--- config.mk ---
export PLATFORM = sky130hd
export DESIGN_NAME = keypad_scanner
export DESIGN_NICKNAME = d
export VERILOG_FILES = /design/src/rtl/keypad_pkg.sv /design/src/rtl/keypad_scanner_row_sync.sv /design/src/rtl/keypad_scanner.sv
export SDC_FILE = /design/constraint.sdc
export NUM_CORES = 1
export LEC_CHECK = 0
export BUFFER_PORTS_ARGS = -buffer_cell sky130_fd_sc_hd__buf_2
export CORE_MARGIN = 1
export CORE_UTILIZATION = 51
export CTS_CLUSTER_SIZE = 8
export DETAILED_ROUTE_END_ITERATION = 8
export GPL_TIMING_DRIVEN = 0
export MAX_ROUTING_LAYER = met4
export PLACE_DENSITY = 0.75
export SETUP_SLACK_MARGIN = 0.3
export SLEW_MARGIN = 20
export SYNTH_ARGS = -nofsm -noshare
export SYNTH_HDL_FRONTEND = slang
export SYNTH_SLANG_ARGS = --single-unit
--- constraint.sdc ---
create_clock -name clk -period 2.1 [get_ports clk]
set_input_delay 0.105 -clock clk [delete_from_list [all_inputs] [get_ports clk]]
set_output_delay 0.105 -clock clk [all_outputs]
set_load 0.01 [all_outputs]
--- src/rtl/keypad_pkg.sv ---
// Shared types and constants for the 4x4 keypad scanner.
// Holds the FSM state type, matrix size and the column reset pattern.
package keypad_pkg;

    localparam int NUM_ROWS = 4;
    localparam int NUM_COLS = 4;

    localparam logic [NUM_COLS-1:0] COL_IDLE = 4'b1110;

    typedef enum logic {
        SCAN = 1'b0,
        HELD = 1'b1
    } scan_state_t;

    // One-hot of the lowest-index low bit; row 0 has highest priority.
    function automatic logic [NUM_ROWS-1:0] lowest_low(
        input logic [NUM_ROWS-1:0] v
    );
        logic [NUM_ROWS-1:0] h;
        h = '0;
        for (int i = NUM_ROWS - 1; i >= 0; i--) begin
            if (!v[i]) begin
                h    = '0;
                h[i] = 1'b1;
            end
        end
        return h;
    endfunction

endpackage

--- src/rtl/keypad_scanner_row_sync.sv ---
// Multi-stage synchronizer for the asynchronous keypad row lines.
// Ports: clk_i, rst_ni (async active-low), row_i (raw rows), srow_o (synced rows).
module row_sync
    import keypad_pkg::*;
#(
    parameter int SYNC_STAGES = 2
) (
    input  logic                clk_i,
    input  logic                rst_ni,
    input  logic [NUM_ROWS-1:0] row_i,
    output logic [NUM_ROWS-1:0] srow_o
);

    // Reset to all ones so an idle (pulled-up) keypad is seen from reset.
    logic [SYNC_STAGES-1:0][NUM_ROWS-1:0] sync_q;

    always_ff @(posedge clk_i or negedge rst_ni) begin
        if (!rst_ni) begin
            sync_q <= '1;
        end else begin
            sync_q <= {sync_q[SYNC_STAGES-2:0], row_i};
        end
    end

    assign srow_o = sync_q[SYNC_STAGES-1];

endmodule

--- src/rtl/keypad_scanner.sv ---
// 4x4 keypad column scanner: walks an active-low column, locks the first key.
// Ports: clk, reset (async active-low), row[3:0] in; col, keypad_val, button_on out.
module keypad_scanner
    import keypad_pkg::*;
#(
    parameter int SETTLE_CYCLES = 4,
    parameter int SYNC_STAGES   = 2
) (
    input  logic                         clk,
    input  logic                         reset,
    input  logic [NUM_ROWS-1:0]          row,
    output logic [NUM_COLS-1:0]          col,
    output logic [NUM_ROWS+NUM_COLS-1:0] keypad_val,
    output logic                         button_on
);

    localparam int CW = (SETTLE_CYCLES > 1) ? $clog2(SETTLE_CYCLES) : 1;
    localparam logic [CW-1:0] CNT_LAST = CW'(SETTLE_CYCLES - 1);

    logic [NUM_ROWS-1:0] srow;

    scan_state_t                  state_q, state_d;
    logic [CW-1:0]                cnt_q, cnt_d;
    logic [NUM_COLS-1:0]          col_q, col_d;
    logic [NUM_ROWS-1:0]          rhot_q, rhot_d;
    logic [NUM_ROWS+NUM_COLS-1:0] kv_q, kv_d;
    logic                         bo_q, bo_d;
    logic [NUM_ROWS-1:0]          hit;
    logic                         released;

    row_sync #(
        .SYNC_STAGES(SYNC_STAGES)
    ) u_row_sync (
        .clk_i (clk),
        .rst_ni(reset),
        .row_i (row),
        .srow_o(srow)
    );

    assign hit = lowest_low(srow);

    // Only the locked row is watched while a key is held.
    assign released = ~|(~srow & rhot_q);

    always_comb begin
        state_d = state_q;
        cnt_d   = cnt_q;
        col_d   = col_q;
        rhot_d  = rhot_q;
        kv_d    = kv_q;
        bo_d    = bo_q;
        unique case (state_q)
            SCAN: begin
                if (cnt_q == CNT_LAST) begin
                    cnt_d = '0;
                    if (&srow) begin
                        col_d = {col_q[NUM_COLS-2:0], col_q[NUM_COLS-1]};
                    end else begin
                        state_d = HELD;
                        rhot_d  = hit;
                        kv_d    = {hit, ~col_q};
                        bo_d    = 1'b1;
                    end
                end else begin
                    cnt_d = cnt_q + CW'(1);
                end
            end
            HELD: begin
                if (released) begin
                    state_d = SCAN;
                    cnt_d   = '0;
                    col_d   = {col_q[NUM_COLS-2:0], col_q[NUM_COLS-1]};
                    rhot_d  = '0;
                    kv_d    = '0;
                    bo_d    = 1'b0;
                end
            end
            default: begin
                state_d = SCAN;
            end
        endcase
    end

    always_ff @(posedge clk or negedge reset) begin
        if (!reset) begin
            state_q <= SCAN;
            cnt_q   <= '0;
            col_q   <= COL_IDLE;
            rhot_q  <= '0;
            kv_q    <= '0;
            bo_q    <= 1'b0;
        end else begin
            state_q <= state_d;
            cnt_q   <= cnt_d;
            col_q   <= col_d;
            rhot_q  <= rhot_d;
            kv_q    <= kv_d;
            bo_q    <= bo_d;
        end
    end

    assign col        = col_q;
    assign keypad_val = kv_q;
    assign button_on  = bo_q;

endmodule

After elaboration in Yosys (flattened, before gate mapping) --
Cells that the tools add are included.
Storage, ports and cells: flip-flop bits (word level) 28, bits in latches 0, bits in writable memories 0, ROM bits 0, bits of input ports 6, output and inout bits 13, word-level logic and storage cells 49, memories 0
Cells by class: add/subtract/negate cells 1, multipliers 0, div/mod/pow operators 0, $lt $le $gt $ge 0, equal/unequal tests 5, shift-type cells 0, multiplexer cells 27, bitwise operators 4, reductions and logical operators 4
Operators with widths (count):
- $mux 4 | 10
- $mux 8 | 3
- $pmux 4 s2 | 2
- $pmux 8 s2 | 1
- $ne 2x2->1 const B | 4
- $not 4->4 | 2
- $mux 1 | 6
- $reduce_and 3->1 | 2
- $and 4x4->4 | 1
- $mux 2 | 2
- $pmux 1 s2 | 2
- $pmux 2 s2 | 1
- $reduce_and 4->1 | 1
- $reduce_or 4->1 | 1
- $add 2x1->2 const B | 1
- $eq 2x2->1 const B | 1
- $not 1->1 | 1

Depth between registers and ports, before layout --
Gate-level depths: netlist of run 1.
depth after elaboration 7, depth in mapped cells 5, depth with buffers taken out 4

By module --
A second synthesis of run 1 with hierarchy kept.
Second synthesis, totals: cells, all modules 77, area total of the unflattened synthesis 997.2 µm²
By module, submodules not included:
- keypad_scanner | instances 1, cells an instance 65, area each 757.0 µm², sequential area each 404.1 µm²
- row_sync | instances 1, cells an instance 12, area each 240.2 µm², sequential area each 210.2 µm²

Least setup slack after synthesis of run 1 --
OpenSTA, ideal clock, no wires.
path type flip-flop to flip-flop, start point register u_row_sync.sync_q (netlist bit u_row_sync.srow_o[3]), end point register col_q[0] (netlist: col[0]), library setup time 0.128 ns, arrival 1.392 ns, required time 1.972 ns, path slack 0.580 ns, stages on the path, launching flop included 5, buffers on the path 0, clock period less this slack 1.520 ns, path through dfstp_2 -> nor2b_1 -> a2111oi_4 -> a21oi_2 -> mux2_1
Between the ends: cells in the longest elaborated chain, start to end 5, elaborated cells between the ends (all ways) 7, those cells by class 2 x eq/ne; 2 x bitwise; 3 x reduce/logical
Ends and longest elaborated chain:
- start, declared | line keypad_scanner_row_sync.sv:15 | logic [SYNC_STAGES-1:0][NUM_ROWS-1:0] sync_q;
- start signal, assigned | line keypad_scanner_row_sync.sv:21 | sync_q <= {sync_q[SYNC_STAGES-2:0], row_i};
- $not 4->4 | line keypad_scanner.sv:43 | assign released = ~|(~srow & rhot_q);
- $and 4x4->4 | line keypad_scanner.sv:43
- $reduce_or 4->1 | line keypad_scanner.sv:43
- $ne 2x2->1 (no source line)
- $reduce_and 3->1 (no source line) *
- end signal, assigned | line keypad_scanner.sv:95 | col_q <= col_d;
- end, declared | line keypad_scanner.sv:24 | logic [NUM_COLS-1:0] col_q, col_d;
Mark *: on every way between the ends. The rest lies on a longest branch, timed or not. A chain may end at the register's enable or synchronous reset.

Worst setup path in the final report of run 1 --
Ends and elaborated chain as after synthesis.

==> metrics.md, run 1 <==
| Metric | Value |
|---|---|
| Starting density of the core | 0.577 |
| Initial DRC count | 9 |
| CTS resizes | 0 |
| Hold Fails Final Rpt | 0 |
| Vias in the first global route | 615 |
| Pwr dens | 1200 nW/um^2 |
| Bufs on Longest Clock Path | 2 |
| Worst Path Max Fanout | 4 |
| H-tree Lvls | 1 |
| Synthesis-stage register bit count | 24 |
| RR Startpoint | u_row_sync.srow_o[3] |
| Number of port buffers | 18 |
| Max-slew violations | 0 |
| Setup Skew | 1.99 ps |
| First-pass GRT wire length | 2.63 mm |
| CTS Buf Count | 3 |
| Cells after DPL | 103 |
| Final Wtd Congestion | 0.844 |
| VDD IR max | 0.736 mV |
| DRT antenna net count | 0 |
| Final hold slack | 288 ps |
| Post-Syn Area per Cell | 13.2 um^2 |
| Vias per cell | 5.33 |
| Syn_nets | 76 |
| Endpoint type of the worst setup path | register |
| Core area | 1580 um^2 |
| Failing checks | DRC |
| Layout cells sized above 1 | 0.396 |
| Die height | 44.2 um |
| Worst Path Class, Setup | register to register |
| Clock Root Buffer | clkbuf_4 |
| Hpwl dp | 995 um |
| Sink Count | 24 |
| Width of the die | 44.2 um |
| IO Count | 19 |
| Achievable frequency | 609 MHz |
| Yosys top cell area share | 0.358 |
| Class of the worst hold path | primary input to async pin |
| Final net count | 104 |
| Synth top area cells | dfrtp_1 36%, dfstp_2 32%, mux2_1 5.0%, nand2_1 4.5%, o22ai_1 4.1% |
| Clock tree from TritonCTS | done |
| Seq/Total Area, Yosys | 0.675 |
| Post-Route WL | 1.48 mm |
| Gr usage total | 0.195 |
| Status | finished, violations left |
| Final non-filler cell total | 112 |
| Grt ovf | 0 |
| Max_slew headroom | 0.668 |
| Layout area overhead | 21.6% |
| Antenna Cells | 0 |
| DRC violations left | 3 |
| Unrepaired setup endpoints after global routing | no |
| Largest net degree at the start of global routing | 25 |
| Final setup viols | 0 |
| Fill cells | 118 |
| P_leak | 0.531 nW |
| Fin crit share | 0.782 |
| Skew-Pair Late Insertion Delay | 300 ps |
| Max-cap violations | 0 |
| DR pass1 iterations | 6 |
| Synth unique cells | 22 |
| Post-layout min period | 1640 ps |
| Clock transition at path regs | 130 ps |
| Arr. time, crit path | 1840 ps |
| Worst Max-Slew Pin Slew | 499 ps |
| Area of the mapped netlist | 910 um^2 |
| Routed length per instance | 13.2 um |
| CP startpoint kind | register |
| Origin of the worst setup path | u_row_sync.srow_o[3] |
| Initial antenna violation count | 0 |
| Num rows | 14 |
| Via Count | 597 |
| Setup tns final | 0 ps |
| Required time of the worst setup path | 2300 ps |
| Dominant cell type by area after synthesis | dfrtp_1 |
| Cell count after synthesis | 69 |
| Die area | 1960 um^2 |
| Synthesis warning total | 0 |
==> Yosys cell counts, drive strengths merged <==
| cell | n |
|---|---|
| nand2 | 11 |
| o32ai | 3 |
| dfstp | 11 |
| o21ai | 1 |
| ha | 1 |
| nor2 | 2 |
| and2 | 1 |
| nand3b | 1 |
| nand2b | 1 |
| buf | 2 |
| nand3 | 1 |
| a2111oi | 1 |
| nor2b | 3 |
| nor3b | 1 |
| inv | 3 |
| dfrtp | 13 |
| mux2 | 4 |
| a21oi | 2 |
| o22ai | 6 |
| nand4 | 1 |
==> metal layers <==
layer / GRT usage / share of wire
met2: 0.306 / 0.49
met4: 0.0909 / 0.012
met5: - / 0
met1: 0.247 / 0.47
met3: 0.0367 / 0.035
==> flip-flops by register name, summed over array words and instances, names as in the netlist <==
register / cells
u_row_sync.sync_q: 4
state_q: 1
rhot_q: 3
cnt_q: 2
button_on: 1
col: 4
keypad_val: 5
u_row_sync.srow_o: 4
==> power breakdown <==
part	total [mW]	leakage (nW)	internal, mW	switching, mW
registers	0.651	0.281	0.581	0.0705
logic	0.443	0.229	0.206	0.238
clock network	0.237	0.0210	0.106	0.131
==> logic make-up after synthesis <==
group | count (synthesis) | share of synthesized area
flops | 24 | 0.675
simple gates | 22 | 0.117
compound gates | 13 | 0.121
buf+inv | 5 | 0.0234
mux | 4 | 0.0495
fa+ha+maj | 1 | 0.0138
==> timing repair <==
action,4_1_cts,5_1_grt
setup buffers,0,0
endpoints found under the hold margin,17,0
hold buffers,5,0
==> worst paths after layout <==
kind                                        end  slack [ps]  cells after the start
hold / removal                    keypad_val[0]         290                      2
max in group asynchronous  u_row_sync.sync_q[1]        1450                      2
setup reg to reg                         col[0]         460                      4
min in group clk           u_row_sync.srow_o[3]         360                      0
hold reg to reg            u_row_sync.srow_o[3]         360                      0
setup / recovery                         col[0]         460                      4
==> metrics by stage <==
stage | instance area, um^2 | setup slack, ps | power (mW) | utilization
6_report | 1110 | 458 | 1.33 | 0.702
4_1_cts | 1110 | 447 | 1.34 | 0.702
3_3_place_gp | 1020 | 479 | 1.09 | 0.647
5_1_grt | 1110 | 332 | 1.44 | 0.702
3_5_place_dp | 1020 | 472 | 1.10 | 0.647
2_1_floorplan | 910 | 580 | 0.961 | -
==> critical path: stages (launching register included) <==
cell       delay [ps]
dfstp_2           570
nor2b_1            70
a2111oi_4         420
a21oi_2           160
mux2_1            330
==> placed cells by master (no fill, tap or decap) <==
| master | Yosys | final |
|---|---|---|
| buf_2 | 2 | 20 |
| a2111oi_4 | 1 | 1 |
| nand2_1 | 11 | 11 |
| clkbuf_4 | 0 | 3 |
| dlygate4sd3_1 | 0 | 5 |
| nand3_1 | 1 | 1 |
| o32ai_1 | 3 | 3 |
| nand4_1 | 1 | 1 |
| mux2_1 | 4 | 4 |
| o21ai_1 | 1 | 1 |
| nor3b_1 | 1 | 1 |
| a21oi_2 | 1 | 1 |
| inv_2 | 1 | 1 |
| nand2b_1 | 1 | 1 |
| dfstp_2 | 11 | 11 |
| a21oi_1 | 1 | 1 |
| dfrtp_1 | 13 | 13 |
| inv_1 | 2 | 2 |
| clkbuf_8 | 0 | 1 |
| o22ai_1 | 6 | 6 |
| nor2_1 | 2 | 2 |
| ha_1 | 1 | 1 |
| and2_1 | 1 | 1 |
| nor2b_1 | 3 | 3 |
| nand3b_1 | 1 | 1 |
==> area by class of cell <==
type,count,area (um^2),share of cell area
Clock buffer,4,36.3,0.0328
Timing Repair Buffer,23,140,0.127
Inverter,3,11.3,0.0102
Buffer,2,10.0,0.00905
Sequential cell,24,614,0.555
Multi-Input combinational cell,40,274,0.248
Tap cell,16,20.0,0.0181
(Power assumes the default switching activity.)
==> run 2: changes to the inputs <==
- clock period: 2.1 -> 1.6 ns (I/O delays scaled with it)
==> run 2 against run 1 <==
  * The flow finishes with violations (setup timing)
  * Setup slack worse by 470 ps
  * Sequential power grew 35%
  * Clock-buffer cell count unchanged
  * Combinational power up 98%
  * First-iteration DRC count up 44%
  * Register-to-register slack lost 470 ps
  * Cell count increased by 8.0%
==> metrics.md, run 2 (synthesized netlist as in run 1, its figures left out) <==
| Metric | Value |
|---|---|
| Skew-Pair Late Insertion Delay | 300 ps |
| Setup ws final | -11.4 ps |
| Flop-to-flop setup slack | -10 ps |
| Grt ovf | 0 |
| Clock Root Buffer | clkbuf_4 |
| Slowest cell on the critical path | dfstp_2 |
| Worst Path Class, Setup | register to register |
| Unrepaired setup endpoints after global routing | yes |
| Post-layout min period | 1610 ps |
| End point of the critical path | col[0] |
| Arr. time, crit path | 1810 ps |
| Gr usage total | 0.237 |
| Sink Count | 24 |
| Layout cells sized above 1 | 0.552 |
| Final non-filler cell total | 121 |
| Vias per cell | 5.71 |
| Core area | 1580 um^2 |
| Bufs on Longest Clock Path | 2 |
| Post-Route WL | 1.97 mm |
| Largest register FFs | 5 |
| RR Startpoint | u_row_sync.srow_o[3] |
| Max stage delay on crit path | 580 ps |
| Final hold slack | 270 ps |
| Clock transition at path regs | 120 ps |
| Setup Skew | 2.18 ps |
| CTS Buf Count | 3 |
| DR pass1 iterations | 6 |
| DRC violations left | 0 |
| P_leak | 0.605 nW |
| Starting density of the core | 0.577 |
| Cells after DPL | 103 |
| Antenna Cells | 0 |
| Initial antenna violation count | 0 |
| Die area | 1960 um^2 |
| Final Wtd Congestion | 0.795 |
| VDD IR max | 0.977 mV |
| First-pass GRT wire length | 3.17 mm |
| CP startpoint kind | register |
| Num rows | 14 |
| Width of the die | 44.2 um |
| Via Count | 691 |
| Vias in the first global route | 711 |
| Pwr dens | 1600 nW/um^2 |
| Max_slew headroom | 0.663 |
| Origin of the worst setup path | u_row_sync.srow_o[3] |
| Area of the multi-input gates | 337 um^2 |
| Clock tree from TritonCTS | done |
| DRT antenna net count | 0 |
| Max-cap violations | 0 |
| Routed length per instance | 16.3 um |
| Achievable frequency | 621 MHz |
| Placement Setup Slack | -36.1 ps |
| Final net count | 113 |
| Final setup viols | 2 |
| Hold Fails Final Rpt | 0 |
| Number of port buffers | 18 |
| Sequential Area | 614 um^2 |
| IO Count | 19 |
| Initial DRC count | 13 |
| Fill cells | 98 |
| Hpwl dp | 1.09 mm |
| Worst Path Max Fanout | 4 |
| Max-slew violations | 0 |
| Layout area overhead | 38.5% |
| Reg2reg path depth | 4 |
| Worst Max-Slew Pin Slew | 505 ps |
| Required time of the worst setup path | 1800 ps |
| Failing checks | setup timing |
| Die height | 44.2 um |
| Largest net degree at the start of global routing | 25 |
| Class of the worst hold path | primary input to async pin |
| H-tree Lvls | 1 |
| Endpoint type of the worst setup path | register |
| CP cell instances | nor2b_2 -> a2111oi_4 -> a21oi_2 -> mux2_4 |
| Most frequent cells in the layout | 18 x buf_2, 13 x dfrtp_1, 11 x nand2_1, 11 x dfstp_2, 8 x buf_4 |
| Commonest non-fill, non-tap cell in the layout | buf_2 |
| Setup tns final | -12.8 ps |
| Status | finished, violations left |
| Reg-to-Reg End | col[0] |
| Fin crit share | 1.01 |
-- run 2: power by group --
group          total [mW]  internal (mW)  switching [mW]
Sequential          0.880          0.762           0.118
Combinational       0.878          0.463           0.415
Clock               0.260         0.0971           0.163
Total                2.02           1.32           0.695
-- run 2: cell type report --
class,count,area share
Sequential cell,24,0.488
Clock buffer,4,0.0209
Buffer,2,0.0179
Timing Repair Buffer,32,0.182
Multi-Input combinational cell,40,0.267
Inverter,3,0.00894
Tap cell,16,0.0159
-- run 2: worst min-delay path by stage --
| stage | end | cells after the start | from |
|---|---|---|---|
| after floorplan | button_on | 0 | reset |
| after global placement | button_on | 1 | reset |
| after detailed placement | button_on | 1 | reset |
| after CTS | button_on | 2 | reset |
| after global routing | keypad_val[0] | 2 | reset |
| final | keypad_val[0] | 2 | reset |
-- run 2: worst max-delay path: cells and delay by family (launching register included) --
kind	cells	cell delay (ps)
DFF	1	580
AOI/OAI and AO/OA	2	550
muxes	1	320
and+or+nand+nor	1	60
-- run 2: layer usage --
layer | GRT usage | vias up | share of wire
met5 | - | - | 0
met4 | 0.115 | 0 | 0.021
met3 | 0.0449 | 6 | 0.031
met2 | 0.388 | 18 | 0.53
met1 | 0.280 | 352 | 0.42
li1 | - | 315 | -
-- run 2: per-stage QoR --
| stage | power [mW] | util | instance area [um^2] |
|---|---|---|---|
| floorplan | 1.28 | - | 918 |
| global route | 2.15 | 0.799 | 1260 |
| global placement | 1.45 | 0.652 | 1030 |
| finish | 2.02 | 0.799 | 1260 |
| detailed placement | 1.48 | 0.652 | 1030 |
| CTS | 1.87 | 0.756 | 1190 |
-- run 2: what timing repair did --
action | CTS | global route
hold buffers | 5 | 0
resized for setup | 7 | 8
cloned | 0 | 1
endpoints found under the setup margin | 16 | 16
hold endpoints to repair | 17 | 0
pin swaps | 2 | 3
buffers inserted | 6 | 2
==> run 3: changes to the inputs <==
- CELL_PAD_IN_SITES_DETAIL_PLACEMENT: not set -> 0
- CELL_PAD_IN_SITES_GLOBAL_PLACEMENT: not set -> 1
- CORE_UTILIZATION: 51 -> 41
- PLACE_DENSITY: 0.75 -> not set
- PLACE_DENSITY_LB_ADDON: not set -> 0.1
==> run 3 against run 2 <==
  * The flow still finishes with violations (setup timing)
  * Cell count up 7.4%
  * Hold slack got worse by 7.4 ps
  * Setup slack lost 12 ps
  * Sequential power fell by 1%
  * Combinational power decreased by 14%
  * Global-route usage fell by 7.4 points
  * Highest routed layer unchanged
  * Critical path depth unchanged
  * Clock-buffer cell count fell by 1
  * Die area grew 23%
  * First-iteration DRC count decreased by 38%
  * Flip-flop and latch count unchanged
==> metrics.md, run 3 (synthesized netlist as in run 1, its figures left out) <==
| Metric | Value |
|---|---|
| Stages on worst setup path | 4 |
| Reg2reg path depth | 4 |
| Largest net degree at the start of global routing | 25 |
| Layout area overhead | 36.0% |
| Slowest cell on the critical path | dfstp_2 |
| Die area | 2410 um^2 |
| Fin crit share | 1.01 |
| RR Startpoint | u_row_sync.srow_o[3] |
| Max-slew violations | 0 |
| Worst Max-Slew Pin Slew | 506 ps |
| Top Usage Layer GRT | met2 |
| Setup ws final | -23.8 ps |
| Number of port buffers | 18 |
| Sink Count | 24 |
| Post-layout min period | 1620 ps |
| Buf+Inv Stages, Crit Path | 0 |
| P_leak | 0.589 nW |
| Met1 usage in global routing | 0.207 |
| Die height | 49.1 um |
| Width of the die | 49.1 um |
| Class of the worst hold path | primary input to async pin |
| Placement Setup Slack | -59.5 ps |
| Final Wtd Congestion | 0.721 |
| Status | finished, violations left |
| Routed length per instance | 12.7 um |
| Setup Skew | 2.14 ps |
| Clock transition at path regs | 130 ps |
| Final hold slack | 263 ps |
| Final net count | 111 |
| Max-cap violations | 0 |
| Max_slew headroom | 0.663 |
| CP cell instances | nor2b_2 -> a2111oi_4 -> a21oi_4 -> mux2_4 |
| Total power | 2.05 mW |
| Worst Path Max Fanout | 4 |
| Unrepaired setup endpoints after global routing | yes |
| Origin of the worst setup path | u_row_sync.srow_o[3] |
| Num rows | 16 |
| IO Count | 19 |
| Core area | 2020 um^2 |
| Design Area, Final | 1240 um^2 |
| Initial DRC count | 8 |
| Initial antenna violation count | 0 |
| Flop-to-flop setup slack | -20 ps |
| CP startpoint kind | register |
| Bufs on Longest Clock Path | 2 |
| Clock Root Buffer | clkbuf_4 |
| Skew-Pair Late Insertion Delay | 310 ps |
| VDD IR max | 0.848 mV |
| Vias in the first global route | 617 |
| Commonest non-fill, non-tap cell in the layout | buf_2 |
| Grt ovf | 0 |
| DRC violations left | 0 |
| End point of the critical path | col[0] |
| First-pass GRT wire length | 2.79 mm |
| Achievable frequency | 616 MHz |
| Final setup viols | 3 |
| DR pass1 iterations | 4 |
| Antenna Cells | 0 |
| Clock tree from TritonCTS | done |
| Via Count | 648 |
| Placed Area | 1040 um^2 |
| DRT antenna net count | 0 |
| Gr usage total | 0.162 |
| Starting density of the core | 0.450 |
| Required time of the worst setup path | 1810 ps |
| Worst Path Class, Setup | register to register |
| Post-Route WL | 1.66 mm |
| Hold Fails Final Rpt | 0 |
| Hpwl dp | 1.07 mm |
| Layout cells sized above 1 | 0.495 |
| Reg-to-Reg End | col[0] |
| Largest register FFs | 5 |
| Endpoint type of the worst setup path | register |
| Pwr dens | 1660 nW/um^2 |
| H-tree Lvls | 1 |
| Max stage delay on crit path | 570 ps |
| Vias per cell | 4.98 |
| CTS Buf Count | 3 |
| Most frequent cells in the layout | 19 x buf_2, 13 x dfrtp_1, 11 x nand2_1, 11 x dfstp_2 |
| Crit path max-delay family | compound AO/OA/AOI/OAI gates |
| GRT met2 Usage | 0.247 |
| Arr. time, crit path | 1830 ps |
| Failing checks | setup timing |
| Met3 global-route usage | 0.0467 |
run 3: repair_timing:
action / 4_1_cts / 5_1_grt
setup endpoints to repair: 16 / 16
pin swaps: 4 / 2
hold buffers: 5 / 0
buffers inserted: 6 / 0
endpoints found under the hold margin: 17 / 0
gates cloned: 1 / 0
gates resized for setup: 3 / 6
run 3: how the worst min path moves through the flow:
stage	startpoint	endpoint	cells after the start
after detailed placement	reset	keypad_val[1]	1
after floorplan	reset	button_on	0
after global routing	reset	rhot_q[1]	2
after global placement	reset	button_on	1
final	reset	rhot_q[2]	2
after CTS	reset	rhot_q[1]	2
run 3: area by class of cell:
cell class                 count  area [um^2]
sequential                    24          614
timing repair buffer          30          200
buffer                         2         16.3
clock inverter                 1         30.0
fill                         164          785
inverter                       3         11.3
tap                           27         33.8
clock buffer                   3         22.5
multi-input combinational     40          309
run 3: stage by stage:
| step | std cells | utilization | setup TNS [ps] |
|---|---|---|---|
| after floorplan | 69 | - | 0 |
| after global placement | 114 | 0.515 | -114 |
| after detailed placement | 114 | 0.515 | -147 |
| after CTS | 130 | 0.598 | -236 |
| after global routing | 130 | 0.612 | -1130 |
| final | 130 | 0.612 | -25.0 |
run 3: report_power, final:
| part | total (mW) | internal [mW] | switching (mW) |
|---|---|---|---|
| combinational | 0.757 | 0.402 | 0.354 |
| clock | 0.430 | 0.253 | 0.176 |
| sequential | 0.869 | 0.762 | 0.107 |
| total | 2.05 | 1.42 | 0.638 |
run 3: metal layers:
metal / up-vias / part of all wire
li1: 311 / -
met1: 319 / 0.46
met4: 0 / 0.0085
met2: 16 / 0.51
met3: 2 / 0.027
met5: - / 0
